File: config.mk
export PLATFORM = sky130hd
export DESIGN_NAME = mult_arbiter
export DESIGN_NICKNAME = d
export VERILOG_FILES = /design/src/rtl/mult_arbiter.sv
export SDC_FILE = /design/constraint.sdc
export NUM_CORES = 1
export LEC_CHECK = 0
export CAP_MARGIN = 25
export CORE_MARGIN = 2
export CORE_UTILIZATION = 30
export CTS_CLUSTER_DIAMETER = 40
export CTS_CLUSTER_SIZE = 16
export DETAILED_ROUTE_END_ITERATION = 6
export GPL_ROUTABILITY_DRIVEN = 0
export PLACE_DENSITY = 0.67
export SLEW_MARGIN = 20
export SYNTH_ARGS = -nofsm -noshare
export SYNTH_HDL_FRONTEND = slang
export SYNTH_SLANG_ARGS = --single-unit
File: constraint.sdc
create_clock -name clk -period 4.6 [get_ports clk]
set_input_delay 0.46 -clock clk [delete_from_list [all_inputs] [get_ports clk]]
set_output_delay 0.46 -clock clk [all_outputs]
set_load 0.02 [all_outputs]
File: src/rtl/mult_arbiter.sv
// mult_arbiter
//   Round-robin front end that time-shares a single `mult` instance between
//   NUM_REQ requesters. One operand pair is in flight at a time; the block
//   sequences the mult input/result handshake and hands the product back to
//   the requester that was granted.
//
// Handshakes:
//   Request  : requester i holds req_valid[i] with its operands until it sees
//              the one-cycle req_ready[i] pulse; the operands are latched on
//              the edge that raises req_ready.
//   Response : resp_valid[owner] stays high with resp_data held until the
//              owner asserts resp_taken[owner]; the edge that samples it
//              completes the transaction.
//   Mult side: mult_input_available is a one-cycle pulse with operands stable;
//              mult_result_taken mirrors mult_result_rdy, but only in WAIT.
//
// Ports:
//   clk, reset (async, active-low)
//   req_valid/req_ready, req_operands_A/B   : per-requester request side
//   resp_valid/resp_data/resp_taken         : per-requester response side
//   mult_*                                  : connection to the shared mult
//   busy, owner                             : status
//   state_dbg                               : FSM state (0 IDLE, 1 ISSUE,
//                                             2 WAIT, 3 RESP)
module mult_arbiter #(
  parameter int W       = 16,
  parameter int NUM_REQ = 4,
  parameter int ID_W    = 2
) (
  input  logic                   clk,
  input  logic                   reset,
  input  logic [NUM_REQ-1:0]     req_valid,
  output logic [NUM_REQ-1:0]     req_ready,
  input  logic [NUM_REQ*W-1:0]   req_operands_A,
  input  logic [NUM_REQ*W-1:0]   req_operands_B,
  output logic [NUM_REQ-1:0]     resp_valid,
  output logic [W-1:0]           resp_data,
  input  logic [NUM_REQ-1:0]     resp_taken,
  output logic                   mult_input_available,
  output logic [W-1:0]           mult_operands_bits_A,
  output logic [W-1:0]           mult_operands_bits_B,
  input  logic [W-1:0]           mult_result_bits_data,
  input  logic                   mult_result_rdy,
  output logic                   mult_result_taken,
  output logic                   busy,
  output logic [ID_W-1:0]        owner,
  output logic [1:0]             state_dbg
);

  typedef enum logic [1:0] {
    S_IDLE  = 2'd0,
    S_ISSUE = 2'd1,
    S_WAIT  = 2'd2,
    S_RESP  = 2'd3
  } state_t;

  state_t          state;
  logic [ID_W-1:0] rr_ptr;
  logic [ID_W-1:0] pick_idx;
  logic            pick_found;
  logic [ID_W:0]   cand_w;
  logic [ID_W-1:0] cand;

  // Search upward from the round-robin pointer, wrapping modulo NUM_REQ.
  // The extra bit in cand_w keeps ptr+i from overflowing before the wrap.
  always_comb begin
    pick_found = 1'b0;
    pick_idx   = '0;
    cand_w     = '0;
    cand       = '0;
    for (int i = 0; i < NUM_REQ; i++) begin
      cand_w = {1'b0, rr_ptr} + (ID_W+1)'(i);
      if (cand_w >= (ID_W+1)'(NUM_REQ)) cand_w = cand_w - (ID_W+1)'(NUM_REQ);
      cand = cand_w[ID_W-1:0];
      if (!pick_found && req_valid[cand]) begin
        pick_found = 1'b1;
        pick_idx   = cand;
      end
    end
  end

  // Result acceptance is only meaningful while a product is being awaited;
  // a stray result_rdy in any other state must not be consumed.
  assign mult_result_taken = (state == S_WAIT) && mult_result_rdy;
  assign state_dbg         = state;

  always_ff @(posedge clk or negedge reset) begin
    if (!reset) begin
      state                <= S_IDLE;
      rr_ptr               <= '0;
      owner                <= '0;
      req_ready            <= '0;
      resp_valid           <= '0;
      resp_data            <= '0;
      mult_input_available <= 1'b0;
      mult_operands_bits_A <= '0;
      mult_operands_bits_B <= '0;
      busy                 <= 1'b0;
    end else begin
      // Both pulses default low so each is high for exactly one cycle.
      req_ready            <= '0;
      mult_input_available <= 1'b0;
      case (state)
        S_IDLE: begin
          if (pick_found) begin
            mult_operands_bits_A <= req_operands_A[pick_idx*W +: W];
            mult_operands_bits_B <= req_operands_B[pick_idx*W +: W];
            owner                <= pick_idx;
            req_ready            <= NUM_REQ'(1) << pick_idx;
            busy                 <= 1'b1;
            state                <= S_ISSUE;
          end
        end
        S_ISSUE: begin
          mult_input_available <= 1'b1;
          state                <= S_WAIT;
        end
        S_WAIT: begin
          if (mult_result_rdy) begin
            resp_data  <= mult_result_bits_data;
            resp_valid <= NUM_REQ'(1) << owner;
            state      <= S_RESP;
          end
        end
        S_RESP: begin
          if (resp_taken[owner]) begin
            resp_valid <= '0;
            rr_ptr     <= (owner == ID_W'(NUM_REQ-1)) ? '0 : owner + 1'b1;
            busy       <= 1'b0;
            state      <= S_IDLE;
          end
        end
        default: state <= S_IDLE;
      endcase
    end
  end

endmodule

==> metrics.txt, run 1 <==
Detailed Route WL 10.5 mm; Vias/cell 4.81; critical path endpoint category flop; sequential-to-total area share from yosys stat 45.4%; Die ar. 12600 sq um; # IOs 218; total of max-cap violations 0; post-route ant nets 0; CTS tree done; Hold Crit Class primary input to asynchronous set/reset pin; first-pass GRT wire length 16.7 mm; layout cells sized above 1 11.9%; Syn Inst Count 296; R2R Setup Slk 2.01 ns; clk_lat worst skew 0.31 ns; Crit Path Category primary input to flop; sequential power share 26.7%; Worst VDD drop 315 uV; Post-synth EDFFs 0; combinational power share 55.4%; GR Util All Layers 16.3%; FF+latch count, synth 64; largest net degree at the start of global routing 65; clock transition at the registers of the reported paths 0.06 ns; Multi-input gate area 1740 sq um; die height 112 microns; Worst EP arrival 3.23 ns; Core Area 11500 sq um; Mapped Area 3530 sq um; Final Hold Vio Count 0; # diodes 0; syn nets 460; Num CTS Buffers 9; DR WL/cell 16.0 microns; vias in the first global route 3405; CP Launch Point req_valid[3]; RSZ-0062 raised after global routing no; Vias 3160; Clk network pwr share 17.9%; critical path data required time 4.74 ns; chip width 112 microns; pins over their slew limit 0; fin crit share 67.0%; Net Sw Power 1.45 mW; Fmax 324 MHz; Final setup violation count 0; Synth cell types 31; H-tree levels 3; initial core utilization 30.8%; status complete, no violations; critical path peak fanout 35; Sw Ratio 38.5%; Post-CTS Hold Fix Bufs 0; First DRT Iteration DRCs 47; Layout Nets 673; port bufs 217; fraction of registers with async set/reset 100%; clock skew 0.00870 ns; post-cts gate resize count 0; Reg area 1600 sq um; synth warn 0; WHS 0.319 ns; clock root buffer clkbuf_16; drt drc 0; Post-CTS Setup Repair Bufs 0; actual slew at the worst max-slew pin 0.896 ns; reg-to-reg critical path startpoint state_dbg[0]$_DFFE_PN0P_; power per cell area 617 nW/um^2; main flop type after synthesis dfrtp_1; CTS Sinks 64; initial antenna violation count 0; DR pass1 iterations 6; Slew headroom 40.3%; LEAKAGE 2.72 nW; Pint 2.32 mW; row count 39; syn avg cell area 11.9 sq um; Fill cells 999; Tmin final 3.08 ns; HPWL after detailed placement 8.36 mm; gr ovfl total 0; Max clock buf depth 2; crit path launch type primary input; area growth from synthesis to layout 73.0%; Setup TNS 0 ns
-- critical path, cell delays in order --
cell	delay [ns]
clkdlybuf4s50_1	0.51
nor4_2	0.47
nand2b_1	0.50
buf_4	0.30
or2_2	0.71
o221ai_1	0.26
-- power by group through the flow --
stage	logic, mW	registers [mW]	clock network, mW
6_report	2.09	1.01	0.675
5_1_grt	2.25	1.04	0.713
4_1_cts	2.10	1.01	0.688
3_5_place_dp	2.10	1.01	0
3_3_place_gp	2.07	1.00	0
2_1_floorplan	0.952	1.30	0
-- cells in the mapped netlist (2+ instances only) --
master    count  area share (%)
a21oi_1       2            0.28
buf_4        10             2.1
buf_6         4             1.3
clkbuf_1      4            0.43
dfrtp_1      64              45
ha_1          9             3.2
inv_1         7            0.74
mux2_2       18             5.7
mux2i_1      64              18
nand2_1      48             5.1
nand2b_1      4            0.71
nor2_1        3            0.32
nor2b_1       4            0.71
nor3_1        2            0.28
o21ai_0       6            0.85
o221ai_1     17             4.2
o221ai_2     15             6.4
o22ai_1       2            0.35
-- flip-flops by register name, summed over array words and instances (netlist names) --
register              flops
owner                     2
mult_operands_bits_B     16
resp_valid                4
state_dbg                 2
mult_operands_bits_A     16
resp_data                16
req_ready                 4
busy                      1
rr_ptr                    2
mult_input_available      1
-- layer usage --
layer | share of wire (%) | vias to the layer above | global-route usage (%)
met1 | 40 | 1477 | 19.1
met3 | 9.0 | 18 | 4.97
met2 | 49 | 155 | 28.0
met5 | 0 | - | 0
li1 | - | 1510 | -
met4 | 2.1 | 0 | 6.26
-- kinds of logic after synthesis --
logic type / synth area share [%]
flops: 45.4
compound gates: 13.3
buf+inv: 5.81
fa+ha+maj: 3.19
mux: 24.5
simple gates: 7.80
-- cell type report --
type                       instances  area share [%]
clock buffer                      11            3.98
clock inverter                     5           0.922
inverter                           8           0.492
multi-input combinational        203            28.5
sequential                        64            26.2
tap                              143            2.93
timing repair buffer             223            37.0
-- layout by cell type, fill, tap and decap left out, types with 2 or more instances in the layout --
cell type	Yosys	final
nand2_1	48	48
nor2_1	3	3
nand2b_1	4	3
buf_12	1	2
buf_4	10	3
nor3_1	2	2
nor2b_1	4	4
clkbuf_16	0	9
inv_1	7	7
mux2i_1	64	64
o221ai_2	15	15
dfrtp_1	64	64
clkinv_2	0	2
mux2_2	18	18
clkdlybuf4s50_1	0	216
o21ai_0	6	6
a21oi_1	2	2
o221ai_1	17	17
ha_1	9	9
-- metrics by stage --
| stage | utilization (%) | power (mW) | instance area (sq um) | setup slack (ns) | instances |
|---|---|---|---|---|---|
| final | 53.2 | 3.77 | 6110 | 1.52 | 657 |
| after global routing | 53.2 | 4.00 | 6110 | 1.30 | 657 |
| after CTS | 53.0 | 3.80 | 6080 | 1.47 | 656 |
| after detailed placement | 50.4 | 3.11 | 5780 | 1.13 | 640 |
| after global placement | 50.4 | 3.07 | 5780 | 1.28 | 640 |
| after floorplan | - | 2.25 | 3530 | 2.55 | 296 |
-- worst paths after layout --
check	cells after the start	endpoint
min in group clk	2	mult_operands_bits_A[12]$_DFFE_PN0P_
max in group asynchronous	2	mult_operands_bits_B[12]$_DFFE_PN0P_
max	6	mult_operands_bits_B[10]$_DFFE_PN0P_
min	2	resp_data[9]$_DFFE_PN0P_
max reg2reg	6	mult_operands_bits_B[10]$_DFFE_PN0P_
min reg2reg	2	mult_operands_bits_A[12]$_DFFE_PN0P_
(Power assumes the default switching activity.)
==> inputs of run 2 (changes only) <==
- PLACE_DENSITY: 0.67 -> 0.7
- clock period: 4.6 -> 2.6 ns (I/O delays scaled with it)
==> run 2 against run 1 <==
The run now ends with hold timing left; setup slack got worse by 1.0 ns; register-to-register slack got worse by 1.2 ns; global-route usage rose by 0.93 points; critical endpoint is now mult_result_taken.
==> metrics.txt, run 2 (same netlist as run 1, synthesis figures left out) <==
clock skew 0.0108 ns (+0.00207 ns); actual slew at the worst max-slew pin 0.732 ns (-0.164 ns); H-tree levels 3 (unchanged); vias in the first global route 3501 (+2.8%); final total power 6.76 mW (+79%); clk_lat worst skew 0.33 ns (+0.02 ns); Layout Nets 677 (+0.59%); LEAKAGE 2.75 nW (+1.2%); post-route cell area 6170 sq um (+0.98%); Setup TNS 0 ns (unchanged); critical path data required time 2.34 ns (-2.40 ns); Vias 3212 (+1.6%); post-route ant nets 0 (unchanged); slowest stage cell, crit path clkdlybuf4s50_1; RSZ-0062 raised after global routing no; failing checks hold timing; gr ovfl total 0 (unchanged); Reg area 1600 sq um (unchanged); die height 112 microns (unchanged); clock root buffer clkbuf_16; fin crit share 81.4%; status finished, violations left; WHS -0.0146 ns (-0.334 ns); chip width 112 microns (unchanged); Num CTS Buffers 9 (unchanged); Hold Crit Class primary input to asynchronous set/reset pin; initial core utilization 30.8% (unchanged); area post-placement 5840 sq um (+1.1%); DR pass1 iterations 4 (-2); Multi-input gate area 1740 sq um (unchanged); largest net degree at the start of global routing 54 (-17%); placed insts 645 (+0.78%); Final Hold Vio Count 9 (+9); most frequent cells in the layout clkdlybuf4s50_1 (216), mux2i_1 (64), dfrtp_1 (64); Fmax 473 MHz; CP Capture Point mult_result_taken; post-cts gate resize count 0 (unchanged); area growth from synthesis to layout 74.7%; CTS tree done; Crit Path Category flop to output pin; leading registers by flop count mult_operands_bits_A x16, mult_operands_bits_B x16, resp_data x16; port bufs 217 (unchanged); CP Launch Point state_dbg[0]$_DFFE_PN0P_; HPWL after detailed placement 8.38 mm (+0.26%); Die ar. 12600 sq um (unchanged); GR Util All Layers 17.2% (+0.93 points); Final setup violation count 0 (unchanged); cell mode on critical path inv_1; R2R Setup Slk 0.83 ns (-1.18 ns); crit path launch type flop; # IOs 218 (unchanged); row count 39 (unchanged); power per cell area 1100 nW/um^2 (+78%); critical path peak fanout 4 (-89%); reg-to-reg critical path startpoint owner[0]$_DFFE_PN0P_; CP peak stage delay 0.60 ns (-0.11 ns); DR WL/cell 16.3 microns (+1.9%); critical path endpoint category output pin; Post-CTS Setup Repair Bufs 0 (unchanged); Vias/cell 4.86 (+1.0%); first-pass GRT wire length 17.3 mm (+3.3%); R2R Path End resp_valid[2]$_DFFE_PN0P_; # diodes 0 (unchanged); Tmin final 2.12 ns; Post-CTS Hold Fix Bufs 0 (unchanged); Slew headroom 51.2% (+11 points); CP Cell Sequence inv_1, ha_1, nand2_1, inv_1, clkdlybuf4s50_1; clock transition at the registers of the reported paths 0.06 ns (about the same); Fill cells 981 (-1.8%); path depth of the worst reg2reg path 4 (-2); Worst EP arrival 1.86 ns (-1.37 ns); pins over their slew limit 0 (unchanged); commonest non-fill, non-tap cell in the layout clkdlybuf4s50_1; Max clock buf depth 2 (unchanged); Detailed Route WL 10.8 mm (+2.6%); First DRT Iteration DRCs 107 (+130%); total of max-cap violations 0 (unchanged); CTS Sinks 64 (unchanged); Worst VDD drop 818 uV (+160%); layout cells sized above 1 12.4% (+0.49 points); Placement Setup Slack 0.351 ns (-0.782 ns); Core Area 11500 sq um (unchanged); final std cells w/o fill 661 (+0.61%); drt drc 0 (unchanged); PnR worst setup slack 0.485 ns (-1.03 ns); initial antenna violation count 0 (unchanged)
==> run 2: changes by cell type in the layout (fill, tap and decap cells not counted) <==
cell / delta
clkinv_2: -2
buf_16: -1
clkinv_4: +1
clkinvlp_4: -1
clkbuf_1: +1
bufinv_16: +1
buf_12: +2
buf_4: +3
==> run 2: worst min path at each step <==
stage	start	to	slack, ns	cells past startpoint
5_1_grt	reset	resp_data[15]$_DFFE_PN0P_	0.04	1
3_5_place_dp	reset	resp_data[10]$_DFFE_PN0P_	0.38	1
4_1_cts	reset	resp_data[10]$_DFFE_PN0P_	0.02	1
2_1_floorplan	reset	busy$_DFFE_PN0P_	-0.04	0
6_report	reset	resp_data[10]$_DFFE_PN0P_	-0.01	1
3_3_place_gp	reset	resp_data[15]$_DFFE_PN0P_	0.37	1
==> run 2: power by group <==
| group | total, mW | internal (mW) | leakage [nW] | switching, mW |
|---|---|---|---|---|
| Combinational | 3.70 | 1.86 | 1.80 | 1.84 |
| Clock | 1.30 | 0.869 | 0.157 | 0.434 |
| Sequential | 1.76 | 1.48 | 0.789 | 0.277 |
| Total | 6.76 | 4.21 | 2.75 | 2.55 |
==> run 2: metrics by stage <==
step	hold slack, ns	utilization (%)
global route	0.0423	53.8
CTS	0.0183	53.8
floorplan	-0.0356	-
finish	-0.0146	53.8
global placement	0.371	50.9
detailed placement	0.377	50.9
==> run 2: per-layer routing <==
metal	up-vias	share of wire (%)	GRT usage, %
li1	1518	-	-
met1	1544	37	18.5
met2	128	53	31.7
met3	22	7.2	5.45
met4	0	2.4	5.93
met5	-	0	0
==> run 2: cell type report <==
cell class / count / share of cell area, %
sequential: 64 / 26.0
clock buffer: 12 / 4.00
multi-input combinational: 203 / 28.2
tap: 143 / 2.90
clock inverter: 4 / 1.26
inverter: 8 / 0.487
timing repair buffer: 227 / 37.2
==> run 2: critical path: cells and delay by family, from the launching register on <==
| kind | cells | cell delay, ns |
|---|---|---|
| adders and majority gates | 1 | 0.23 |
| buffers and inverters | 3 | 0.80 |
| DFF | 1 | 0.41 |
| and+or+nand+nor | 1 | 0.11 |
